[config.mk]
export PLATFORM = sky130hd
export DESIGN_NAME = i2c_slave_responder_flat
export DESIGN_NICKNAME = d
export VERILOG_FILES = /design/src/rtl/i2c_slave_responder_if.sv /design/src/rtl/i2c_slave_responder.sv /design/src/flat_wrapper.sv
export SDC_FILE = /design/constraint.sdc
export NUM_CORES = 1
export LEC_CHECK = 0
export ABC_AREA = 1
export CORE_MARGIN = 10
export CORE_UTILIZATION = 31
export CTS_CLUSTER_SIZE = 40
export DETAILED_ROUTE_END_ITERATION = 8
export RECOVER_POWER = 50
export SLEW_MARGIN = 20
export SYNTH_ARGS = -nofsm -noshare
export SYNTH_HDL_FRONTEND = slang
export SYNTH_SLANG_ARGS = --single-unit
[constraint.sdc]
create_clock -name pclk -period 3.5 [get_ports pclk]
set_clock_uncertainty 0.2 [all_clocks]
set_input_delay 0.525 -clock pclk [delete_from_list [all_inputs] [get_ports pclk]]
set_output_delay 0.525 -clock pclk [all_outputs]
set_load 0.02 [all_outputs]
[src/rtl/i2c_slave_responder_if.sv]
`default_nettype none
// +----------------------------------------------------------------------------+
// | Module  : i2c_slave_responder_if                                           |
// | Brief   : Bus-side and write-notification signals of the I2C target.       |
// | Revision: 1.0                                                              |
// +----------------------------------------------------------------------------+
interface i2c_slave_responder_if #(
    parameter int REG_DEPTH = 16
);
    localparam int c_ptr_w = $clog2(REG_DEPTH);

    logic               scl_i;
    logic               sda_i;
    logic               sda_oe;
    logic               wr_valid;
    logic [c_ptr_w-1:0] wr_addr;
    logic [7:0]         wr_data;
    logic               start_det;
    logic               stop_det;
    logic               busy;

    modport slave (
        input  scl_i, sda_i,
        output sda_oe, wr_valid, wr_addr, wr_data, start_det, stop_det, busy
    );

    modport master (
        output scl_i, sda_i,
        input  sda_oe, wr_valid, wr_addr, wr_data, start_det, stop_det, busy
    );
endinterface
`default_nettype wire

[src/rtl/i2c_slave_responder.sv]
`default_nettype none
// +----------------------------------------------------------------------------+
// | Module  : i2c_slave_responder                                              |
// | Brief   : Oversampled I2C target with register file; optional SCL/SDA      |
// |           majority filter via I2C_SLAVE_GLITCH_FILTER_EN.                  |
// | Revision: 1.0                                                              |
// +----------------------------------------------------------------------------+
module i2c_slave_responder #(
    parameter logic [6:0] OWN_ADDR    = 7'h68,
    parameter int         DATA_LENGTH = 8,
    parameter int         REG_DEPTH   = 16
) (
    input  wire logic             pclk,
    input  wire logic             areset,
    i2c_slave_responder_if.slave  bus
);
    localparam int c_ptr_w = $clog2(REG_DEPTH);

    generate
        if (DATA_LENGTH != 8 || REG_DEPTH < 2 || REG_DEPTH > 256 ||
            (REG_DEPTH & (REG_DEPTH - 1)) != 0) begin : g_param_check
            $error("i2c_slave_responder: DATA_LENGTH must be 8, REG_DEPTH a power of 2 in 2..256");
        end
    endgenerate

    typedef enum logic [3:0] {
        S_IDLE, S_ADDR, S_ADDR_ACK, S_PTR, S_PTR_ACK,
        S_WR_DATA, S_WR_ACK, S_RD_DATA, S_RD_ACK, S_WAIT_STOP
    } state_t;

    state_t             r_state, w_state_nxt;
    logic               r_scl_s1, r_scl_s2, r_sda_s1, r_sda_s2;
    logic               r_scl_d, r_sda_d;
    logic               w_scl, w_sda;
    logic [3:0]         r_cnt;
    logic [7:0]         r_shift;
    logic [c_ptr_w-1:0] r_ptr;
    logic               r_mack;
    logic               r_sda_oe, w_oe_nxt;
    logic               r_wr_valid, r_start_det, r_stop_det, r_busy;
    logic [c_ptr_w-1:0] r_wr_addr;
    logic [7:0]         r_wr_data;
    logic [7:0]         r_mem [REG_DEPTH];
    logic               w_wr_en, w_ptr_load, w_ptr_inc, w_cnt_clr;

    always_ff @(posedge pclk or negedge areset) begin
        if (!areset) begin
            r_scl_s1 <= 1'b1;
            r_scl_s2 <= 1'b1;
            r_sda_s1 <= 1'b1;
            r_sda_s2 <= 1'b1;
            r_scl_d  <= 1'b1;
            r_sda_d  <= 1'b1;
        end else begin
            r_scl_s1 <= bus.scl_i;
            r_scl_s2 <= r_scl_s1;
            r_sda_s1 <= bus.sda_i;
            r_sda_s2 <= r_sda_s1;
            r_scl_d  <= w_scl;
            r_sda_d  <= w_sda;
        end
    end

`ifdef I2C_SLAVE_GLITCH_FILTER_EN
    // Majority of three samples: a pulse one pclk wide never wins the vote.
    logic [2:0] r_scl_h, r_sda_h;
    logic       r_scl_f, r_sda_f;

    always_ff @(posedge pclk or negedge areset) begin
        if (!areset) begin
            r_scl_h <= 3'b111;
            r_sda_h <= 3'b111;
            r_scl_f <= 1'b1;
            r_sda_f <= 1'b1;
        end else begin
            r_scl_h <= {r_scl_h[1:0], r_scl_s2};
            r_sda_h <= {r_sda_h[1:0], r_sda_s2};
            r_scl_f <= (r_scl_h[0] & r_scl_h[1]) | (r_scl_h[0] & r_scl_h[2]) | (r_scl_h[1] & r_scl_h[2]);
            r_sda_f <= (r_sda_h[0] & r_sda_h[1]) | (r_sda_h[0] & r_sda_h[2]) | (r_sda_h[1] & r_sda_h[2]);
        end
    end

    assign w_scl = r_scl_f;
    assign w_sda = r_sda_f;
`else
    assign w_scl = r_scl_s2;
    assign w_sda = r_sda_s2;
`endif

    logic w_scl_rise, w_scl_fall, w_start, w_stop, w_addr_hit, w_byte_state;
    logic [7:0] w_rd_byte;

    assign w_scl_rise   = w_scl & ~r_scl_d;
    assign w_scl_fall   = ~w_scl & r_scl_d;
    assign w_start      = r_sda_d & ~w_sda & w_scl & r_scl_d;
    assign w_stop       = ~r_sda_d & w_sda & w_scl & r_scl_d;
    // General call and the 10-bit prefix are never claimed, whatever OWN_ADDR is.
    assign w_addr_hit   = (r_shift[7:1] == OWN_ADDR) && (r_shift[7:1] != 7'h00) &&
                          (r_shift[7:3] != 5'b11110);
    assign w_byte_state = (r_state == S_ADDR) || (r_state == S_PTR) || (r_state == S_WR_DATA);
    assign w_rd_byte    = r_mem[r_ptr];

    always_comb begin
        w_state_nxt = r_state;
        w_oe_nxt    = r_sda_oe;
        w_wr_en     = 1'b0;
        w_ptr_load  = 1'b0;
        w_ptr_inc   = 1'b0;
        w_cnt_clr   = 1'b0;
        if (w_stop) begin
            w_state_nxt = S_IDLE;
            w_oe_nxt    = 1'b0;
            w_cnt_clr   = 1'b1;
        end else if (w_start) begin
            w_state_nxt = S_ADDR;
            w_oe_nxt    = 1'b0;
            w_cnt_clr   = 1'b1;
        end else if (w_scl_fall) begin
            case (r_state)
                S_ADDR: if (r_cnt == 4'd8) begin
                    w_cnt_clr = 1'b1;
                    if (w_addr_hit) begin
                        w_state_nxt = S_ADDR_ACK;
                        w_oe_nxt    = 1'b1;
                    end else begin
                        w_state_nxt = S_WAIT_STOP;
                    end
                end
                S_ADDR_ACK: begin
                    w_cnt_clr = 1'b1;
                    if (r_shift[0]) begin
                        w_state_nxt = S_RD_DATA;
                        w_oe_nxt    = ~w_rd_byte[7];
                    end else begin
                        w_state_nxt = S_PTR;
                        w_oe_nxt    = 1'b0;
                    end
                end
                S_PTR: if (r_cnt == 4'd8) begin
                    w_cnt_clr   = 1'b1;
                    w_ptr_load  = 1'b1;
                    w_state_nxt = S_PTR_ACK;
                    w_oe_nxt    = 1'b1;
                end
                S_WR_DATA: if (r_cnt == 4'd8) begin
                    w_cnt_clr   = 1'b1;
                    w_wr_en     = 1'b1;
                    w_ptr_inc   = 1'b1;
                    w_state_nxt = S_WR_ACK;
                    w_oe_nxt    = 1'b1;
                end
                S_PTR_ACK, S_WR_ACK: begin
                    w_cnt_clr   = 1'b1;
                    w_state_nxt = S_WR_DATA;
                    w_oe_nxt    = 1'b0;
                end
                // r_cnt counts bits already presented; the next one is 6-r_cnt.
                S_RD_DATA: if (r_cnt == 4'd7) begin
                    w_cnt_clr   = 1'b1;
                    w_ptr_inc   = 1'b1;
                    w_state_nxt = S_RD_ACK;
                    w_oe_nxt    = 1'b0;
                end else begin
                    w_oe_nxt = ~w_rd_byte[3'd6 - r_cnt[2:0]];
                end
                S_RD_ACK: begin
                    w_cnt_clr = 1'b1;
                    if (!r_mack) begin
                        w_state_nxt = S_RD_DATA;
                        w_oe_nxt    = ~w_rd_byte[7];
                    end else begin
                        w_state_nxt = S_WAIT_STOP;
                        w_oe_nxt    = 1'b0;
                    end
                end
                default: ;
            endcase
        end
    end

    always_ff @(posedge pclk or negedge areset) begin
        if (!areset) begin
            r_state     <= S_IDLE;
            r_sda_oe    <= 1'b0;
            r_cnt       <= 4'd0;
            r_shift     <= 8'h00;
            r_ptr       <= '0;
            r_mack      <= 1'b1;
            r_wr_valid  <= 1'b0;
            r_wr_addr   <= '0;
            r_wr_data   <= 8'h00;
            r_start_det <= 1'b0;
            r_stop_det  <= 1'b0;
            r_busy      <= 1'b0;
            for (int i = 0; i < REG_DEPTH; i++) r_mem[i] <= 8'h00;
        end else begin
            r_state     <= w_state_nxt;
            r_sda_oe    <= w_oe_nxt;
            r_start_det <= w_start;
            r_stop_det  <= w_stop;
            r_wr_valid  <= w_wr_en;
            if (w_start)     r_busy <= 1'b1;
            else if (w_stop) r_busy <= 1'b0;
            if (w_cnt_clr) begin
                r_cnt <= 4'd0;
            end else if (w_scl_rise && w_byte_state && r_cnt != 4'd8) begin
                r_cnt   <= r_cnt + 4'd1;
                r_shift <= {r_shift[6:0], w_sda};
            end else if (w_scl_fall && r_state == S_RD_DATA) begin
                r_cnt <= r_cnt + 4'd1;
            end
            if (w_scl_rise && r_state == S_RD_ACK) r_mack <= w_sda;
            if (w_ptr_load)     r_ptr <= r_shift[c_ptr_w-1:0];
            else if (w_ptr_inc) r_ptr <= r_ptr + 1'b1;
            if (w_wr_en) begin
                r_mem[r_ptr] <= r_shift;
                r_wr_addr    <= r_ptr;
                r_wr_data    <= r_shift;
            end
        end
    end

    assign bus.sda_oe    = r_sda_oe;
    assign bus.wr_valid  = r_wr_valid;
    assign bus.wr_addr   = r_wr_addr;
    assign bus.wr_data   = r_wr_data;
    assign bus.start_det = r_start_det;
    assign bus.stop_det  = r_stop_det;
    assign bus.busy      = r_busy;
endmodule
`default_nettype wire

[src/flat_wrapper.sv]
// flat-port wrapper written by rule: the top's interface ports become plain ports
module i2c_slave_responder_flat 
#(
    parameter logic [6:0] OWN_ADDR    = 7'h68,
    parameter int         DATA_LENGTH = 8,
    parameter int         REG_DEPTH   = 16
)
  (pclk, areset, bus_scl_i, bus_sda_i, bus_sda_oe, bus_wr_valid, bus_wr_addr, bus_wr_data, bus_start_det, bus_stop_det, bus_busy);
  i2c_slave_responder_if #(.REG_DEPTH(REG_DEPTH)) bus_i ();
  input  wire logic pclk;
  input  wire logic areset;
  input wire logic [$bits(bus_i.scl_i)-1:0] bus_scl_i;
  input wire logic [$bits(bus_i.sda_i)-1:0] bus_sda_i;
  output wire logic [$bits(bus_i.sda_oe)-1:0] bus_sda_oe;
  output wire logic [$bits(bus_i.wr_valid)-1:0] bus_wr_valid;
  output wire logic [$bits(bus_i.wr_addr)-1:0] bus_wr_addr;
  output wire logic [$bits(bus_i.wr_data)-1:0] bus_wr_data;
  output wire logic [$bits(bus_i.start_det)-1:0] bus_start_det;
  output wire logic [$bits(bus_i.stop_det)-1:0] bus_stop_det;
  output wire logic [$bits(bus_i.busy)-1:0] bus_busy;
  assign bus_i.scl_i = bus_scl_i;
  assign bus_i.sda_i = bus_sda_i;
  assign bus_sda_oe = bus_i.sda_oe;
  assign bus_wr_valid = bus_i.wr_valid;
  assign bus_wr_addr = bus_i.wr_addr;
  assign bus_wr_data = bus_i.wr_data;
  assign bus_start_det = bus_i.start_det;
  assign bus_stop_det = bus_i.stop_det;
  assign bus_busy = bus_i.busy;
  i2c_slave_responder #(.OWN_ADDR(OWN_ADDR), .DATA_LENGTH(DATA_LENGTH), .REG_DEPTH(REG_DEPTH)) u_core (.pclk(pclk), .areset(areset), .bus(bus_i));
endmodule
==> results.md, run 1 <==
* Post-synthesis area per instance at 8.16 sq um
* Reg clk slew, reported paths at roughly 70 ps
* Synth Register Bits at 172
* Top cell type's share of synthesized area at 0.493
* Root buffer cell: clkbuf_16
* Clk_lat worst skew at around 430 ps
* Final core occ at 0.350
* Synth Area in XOR/XNOR at 0.00209
* Cell taking the most area after synthesis: dfrtp_1
* Largest net degree at the start of global routing at 86
* Initial Utilization at 0.313
* Critical-path cell list: dlygate4sd3_1 -> buf_6 -> clkbuf_1
* Count leader, synth: nand2_1
* Register area at around 4300 sq um
* Routed wire per std cell at ~15 um
* Synthesized area at roughly 8400 sq um
* PortBufs at 20
* Share of synthesized flip-flops with an asynchronous set or reset at 1.00
* CP required at approximately 3700 ps
* Setup CP Type: in -> async
* Worst Setup End Kind: asynchronous set/reset pin
* Die W at 184 um
* Slowest CP cell: clkbuf_1
* EDFF count, synth at 0
* DP HPWL at ~13,000 um
* DRC at 0
* Final #Nets at 1,038
* Initial antenna violation count at 0
* Setup violators final at 0
* Slew headroom at 0.264
* H-tree lvl count at 4
* Dominant synthesized flop cell: dfrtp_1
* Final worst slack at roughly 1000 ps
* CP Buf/Inv Count at 3
* Setup tns final at 0 ps
* WHS at between 150 and 200 ps
* First-pass GRT wire length at 34,900 um
* TritonCTS Buffers at 17
* Final Hold Viols at 0
* Max Buffers Root-to-Sink at 2
* Ranking of synthesized cells by area: dfrtp_1 49%, nand2_1 16%, o21ai_0 5.2%
* Mapped Nets at slightly above 1,000
* Distinct cell type count after synthesis at 34
* VDD IR max at roughly 0.00028 V
* Final worst path period need at between 2000 and 2500 ps
* 1st-iter DRT viols at approximately 640
* Post-Synth Simple-Gate Area at 0.256
* Element type at the critical path start: input port
* Sequential area share after synthesis at 0.515
* Power, Total at approximately 4.8 mW
* Status: completed
* Filler cell count in the final layout at 2,795
* Share of cells above drive strength 1 at 0.0941
* Max-Cap Viols at 0
* Least-Margin Pin Slew at between 1000 and 1500 ps
* # clock sinks at 172
* N_diodes at 0
* Crit share post-route at 0.712
* Synth Area in Adders at 0.00896
* Num ports at 21
* Area of the multi-input gates at around 3400 sq um
* Vias in the first global route at between 6,000 and 7,000
* Hold buffers post-CTS at 1
* RSZ-0062 raised after global routing: no
* CTS tree: built
* GRT Resource Usage Total at 0.129
* Via count at between 6,000 and 7,000
* Die height at ~180 um
* PwrDens at 511 nW/um^2
* FMAX at about 400 MHz
* WL final at ~21,000 um
* Full die area at around 34,000 sq um
* Place WS at ~1100 ps
* Post-DRT Antenna Nets at 0
* Cell count after synthesis at about 1,000
* Slowest stage delay, CP at roughly 890 ps
* Total grt overflow at 0
* Dominant combinational cell family by area after synthesis: simple AND/OR/NAND/NOR gates
* Synth Area in Compound Gates at 0.135
* Routability cong. at a little under 0.9
* Drt first pass iters at 5
* CTS resizes at 0
* CORE AREA at 26,800 sq um
* Synth warn at 0
* Area growth syn-to-layout at 11.8%
* Pins over their slew limit at 0
* Most common library cells after synthesis: 357 x nand2_1, 165 x dfrtp_1, 87 x o21ai_0
* CP Max Fanout at 85
* Post-CTS Setup Inserts at 0
* Via density at 4.79
* Leak Pwr at roughly 4.4 nW
* Hold crit path type: reg -> reg
* Top delay family on crit path: buffers and inverters
* Mux cell area share after synthesis at 0
* Row Count at 60
* Worst Path Arrival at ~2700 ps
## cell type report
cell class	instances	share of cell area
flip-flops and latches	172	0.460
multi-input cells	712	0.359
well taps	341	0.0455
clock buffers	17	0.0454
repair buffers	39	0.0385
inverters	86	0.0345
clock inverters	15	0.0171
## metal layers
metal	routed length (um)	part of all wire	vias to the layer above	global-route usage
li1	-	-	3268	-
met1	10200	0.48	3167	0.178
met2	9580	0.46	162	0.196
met3	873	0.042	26	0.0232
met4	414	0.020	0	0.0452
met5	0	0	-	0
## cells in the final DEF, fill, tap and decap left out, drive strengths merged, types with 5 or more instances in the layout
cell type,instances
a21oi,17
nand2,371
dfrtp,165
dfstp,7
clkbuf,20
nor2,56
clkinv,5
o21ai,186
ha,6
clkdlybuf4s50,17
nand4,6
buf,16
nand3,52
nor3,6
inv,93
## metrics by stage
stage / instance area [sq um] / std cells
after CTS: 9390 / 1382
after detailed placement: 8800 / 1349
after floorplan: 8380 / 1027
final: 9370 / 1382
after global placement: 8800 / 1349
after global routing: 9370 / 1382
## where the power goes
part	total (mW)	internal, mW	leakage [nW]	switching, mW
clock	1.91	1.07	0.291	0.842
combinational	0.742	0.184	1.77	0.557
sequential	2.14	2.07	2.36	0.0690
total	4.79	3.32	4.42	1.47
## state kept, by name (all words and copies together) (netlist names), 4 cells and up
register and flops:
u_core.bus.wr_data 8, u_core.r_mem 128, u_core.r_ptr 4, u_core.r_state 4, u_core.r_shift 8, u_core.bus.wr_addr 4, u_core.r_cnt 4
## worst register-to-register path, stage by stage, from the launching register on
cell     delay (ps)
dfrtp_1         440
inv_1           170
ha_1            180
nand3_1         140
nor2_4          150
nand2_2          70
nor2_2          300
nand2_1         390
nand2_1         150
o21ai_0         100
## cells by family after synthesis
group	after synthesis
DFF	172
buffers and inverters	143
adders and majority gates	6
xor gates and xnor gates	2
AOI/OAI and AO/OA	210
and+or+nand+nor	494
## worst paths after layout
kind                                 startpoint               endpoint  slack [ps]  depth (start not counted)
worst min-delay path            u_core.r_scl_s1        u_core.r_scl_s2         160                          0
worst max register to register  u_core.r_cnt[0]      u_core.r_mem[126]        1050                          9
min in group asynchronous                areset  u_core.bus.wr_data[2]         520                          2
worst min register to register  u_core.r_scl_s1        u_core.r_scl_s2         160                          0
worst max-delay path                     areset      u_core.r_mem[123]        1010                          3
max in group pclk               u_core.r_cnt[0]      u_core.r_mem[126]        1050                          9
Note: power is estimated with default switching activity, not from simulation.
==> run 2: changes to the inputs <==
- clock period: 3.5 -> 2.3 ns (I/O delays scaled with it)
==> results.md, run 2 (synthesized netlist as in run 1, its figures left out) <==
* Status: completed (unchanged)
* Max Buffers Root-to-Sink at 2 (unchanged)
* Setup CP Type: reg -> reg (was in -> async)
* Vias in the first global route at 6,576 (was 6,449)
* Routability cong. at 0.901 (was 0.871)
* Flop pwr share at 0.427 (was 0.447)
* Wl on met1 at 10,300 um (was 10,200 um)
* Reg2reg path depth at 10 (was 9)
* RSZ-0062 raised after global routing: no (unchanged)
* Initial Utilization at 0.313 (unchanged)
* Max-Cap Viols at 0 (unchanged)
* Via density at 4.77 (was 4.79)
* Die height at 184 um (unchanged)
* Worst Path Arrival at 2180 ps (was 2670 ps)
* Initial antenna violation count at 0 (unchanged)
* Total grt overflow at 0 (unchanged)
* Filler cell count in the final layout at 2,713 (was 2,795)
* Pins over their slew limit at 0 (unchanged)
* CP Max Fanout at 16 (was 85)
* R2r endpoint: u_core.r_mem[12] (was u_core.r_mem[126])
* Combinational cell fraction of total power at 0.163 (was 0.155)
* Final worst path period need at between 2000 and 2500 ps
* Routed wire per std cell at 15.5 um (was 15.2 um)
* Crit share post-route at 0.899
* Met3 wire length at 833 um (was 873 um)
* 1st-iter DRT viols at 670 (was 641)
* Root buffer cell: clkbuf_16 (unchanged)
* Switch share at 0.300 (was 0.307)
* R2R setup slack at 230 ps (was 1050 ps)
* CP endpoint: u_core.r_mem[12] (was u_core.r_mem[123])
* Worst Setup End Kind: flip-flop (was asynchronous set/reset pin)
* Most frequent cells in the layout: 357 x nand2_1, 164 x dfrtp_1, 87 x o21ai_0 (unchanged)
* Area growth syn-to-layout at 14.9% (was 11.8%)
* Max reg flops at 128 (unchanged)
* Post-CTS Setup Inserts at 0 (unchanged)
* GRT Resource Usage Total at 0.133 (was 0.129)
* Via count at 6,690 (was 6,623)
* PwrDens at 789 nW/um^2 (was 511 nW/um^2)
* TritonCTS Buffers at 17 (unchanged)
* PortBufs at 20 (unchanged)
* Top Metal Used: met4 (unchanged)
* N_diodes at 0 (unchanged)
* VDD IR max at 0.000513 V (was 0.000282 V)
* # clock sinks at 172 (unchanged)
* Slew headroom at 0.270 (was 0.264)
* Worst Setup SP: u_core.r_cnt[1] (was areset)
* Least-Margin Pin Slew at 1090 ps (was 1100 ps)
* Clk_lat worst skew at 440 ps (was 430 ps)
* CTS resizes at 0 (unchanged)
* WL final at 21,700 um (was 21,000 um)
* Clk pwr share at 0.410 (was 0.398)
* P_sw at 2.28 mW (was 1.47 mW)
* Element type at the critical path start: flip-flop (was input port)
* DRC at 0 (unchanged)
* Final Hold Viols at 0 (unchanged)
* Full die area at 34,000 sq um (unchanged)
* Die W at 184 um (unchanged)
* Reg clk slew, reported paths at 70 ps (about the same)
* Hold crit path type: reg -> reg (unchanged)
* DP HPWL at 14,400 um (was 13,400 um)
* Top reg by flops: u_core.r_mem (unchanged)
* Num ports at 21 (unchanged)
* Row Count at 60 (unchanged)
* Hold buffers post-CTS at 1 (unchanged)
* Setup violators final at 0 (unchanged)
* Internal at 5.31 mW (was 3.32 mW)
* Drt first pass iters at 5 (unchanged)
* Place WS at 248 ps (was 1070 ps)
* RR Startpoint: u_core.r_cnt[1] (was u_core.r_cnt[0])
* Setup tns final at 0 ps (unchanged)
* Commonest non-fill, non-tap cell in the layout: nand2_1 (unchanged)
* Share of cells above drive strength 1 at 0.116 (was 0.0941)
* Final worst slack at 232 ps (was 1010 ps)
* Largest net degree at the start of global routing at 49 (was 86)
* Leak Pwr at 4.54 nW (was 4.42 nW)
* H-tree lvl count at 4 (unchanged)
* CTS tree: built (unchanged)
* Post-DRT Antenna Nets at 0 (unchanged)
* CORE AREA at 26,800 sq um (unchanged)
* Final #Nets at 1,058 (was 1,038)
* First-pass GRT wire length at 36,000 um (was 34,900 um)
* FMAX at between 400 and 500 MHz
* CP required at 2410 ps (was 3680 ps)
* DR WL met2 at 10,200 um (was 9580 um)
==> run 2: power by group through the flow <==
| stage | sequential (mW) | clock (mW) | combinational, mW |
|---|---|---|---|
| floorplan | 3.29 | 0 | 0.689 |
| global placement | 3.30 | 0 | 1.22 |
| detailed placement | 3.30 | 0 | 1.23 |
| CTS | 3.24 | 3.16 | 1.24 |
| global route | 3.25 | 3.30 | 1.37 |
| finish | 3.24 | 3.11 | 1.24 |
==> run 2: how the worst min path moves through the flow <==
stage	startpoint	to	slack, ps	cells after the start
4_1_cts	bus_scl_i	u_core.r_scl_s1	100	1
6_report	u_core.r_sda_s1	u_core.r_sda_s2	160	0
5_1_grt	u_core.r_sda_s1	u_core.r_sda_s2	170	0
3_3_place_gp	areset	u_core.bus.wr_data[0]	100	1
3_5_place_dp	areset	u_core.bus.wr_data[0]	100	1
2_1_floorplan	areset	u_core.bus.busy	-150	0
==> run 2: critical path, cell delays in order (launching register included) <==
cell	delay [ps]
dfrtp_1	400
inv_1	90
ha_1	140
nand3_1	140
nor2_4	150
nand2_2	70
buf_4	210
nor2_8	180
nand2_4	180
nand2_1	130
o21ai_2	50
==> run 2: cell type report <==
cell class,instances,area [sq um],area share
repair buffers,59,551,0.0572
multi-input cells,712,3370,0.350
well taps,341,427,0.0443
clock buffers,17,425,0.0442
inverters,86,323,0.0335
flip-flops and latches,172,4310,0.448
clock inverters,15,211,0.0220
==> run 2: metrics by stage <==
stage / hold WS [ps] / area, sq um / total power [mW] / util / instances
after CTS: 97.9 / 9640 / 7.65 / 0.360 / 1402
after floorplan: -151 / 8380 / 3.98 / - / 1027
after global routing: 174 / 9620 / 7.92 / 0.359 / 1402
after global placement: 97.9 / 9000 / 4.52 / 0.336 / 1369
final: 162 / 9620 / 7.59 / 0.359 / 1402
after detailed placement: 97.5 / 9000 / 4.53 / 0.336 / 1369
==> run 2: metal layers <==
layer  global-route usage  vias to the layer above
met5                    0                        -
met4               0.0505                        0
met3               0.0177                       29
met2                0.214                      151
met1                0.178                     3197
li1                     -                     3313
==> run 3: changes to the inputs <==
- TNS_END_PERCENT: unset -> 10
==> results of run 3 <==
The final DEF is identical to that of run 2; final timing and power are the same.
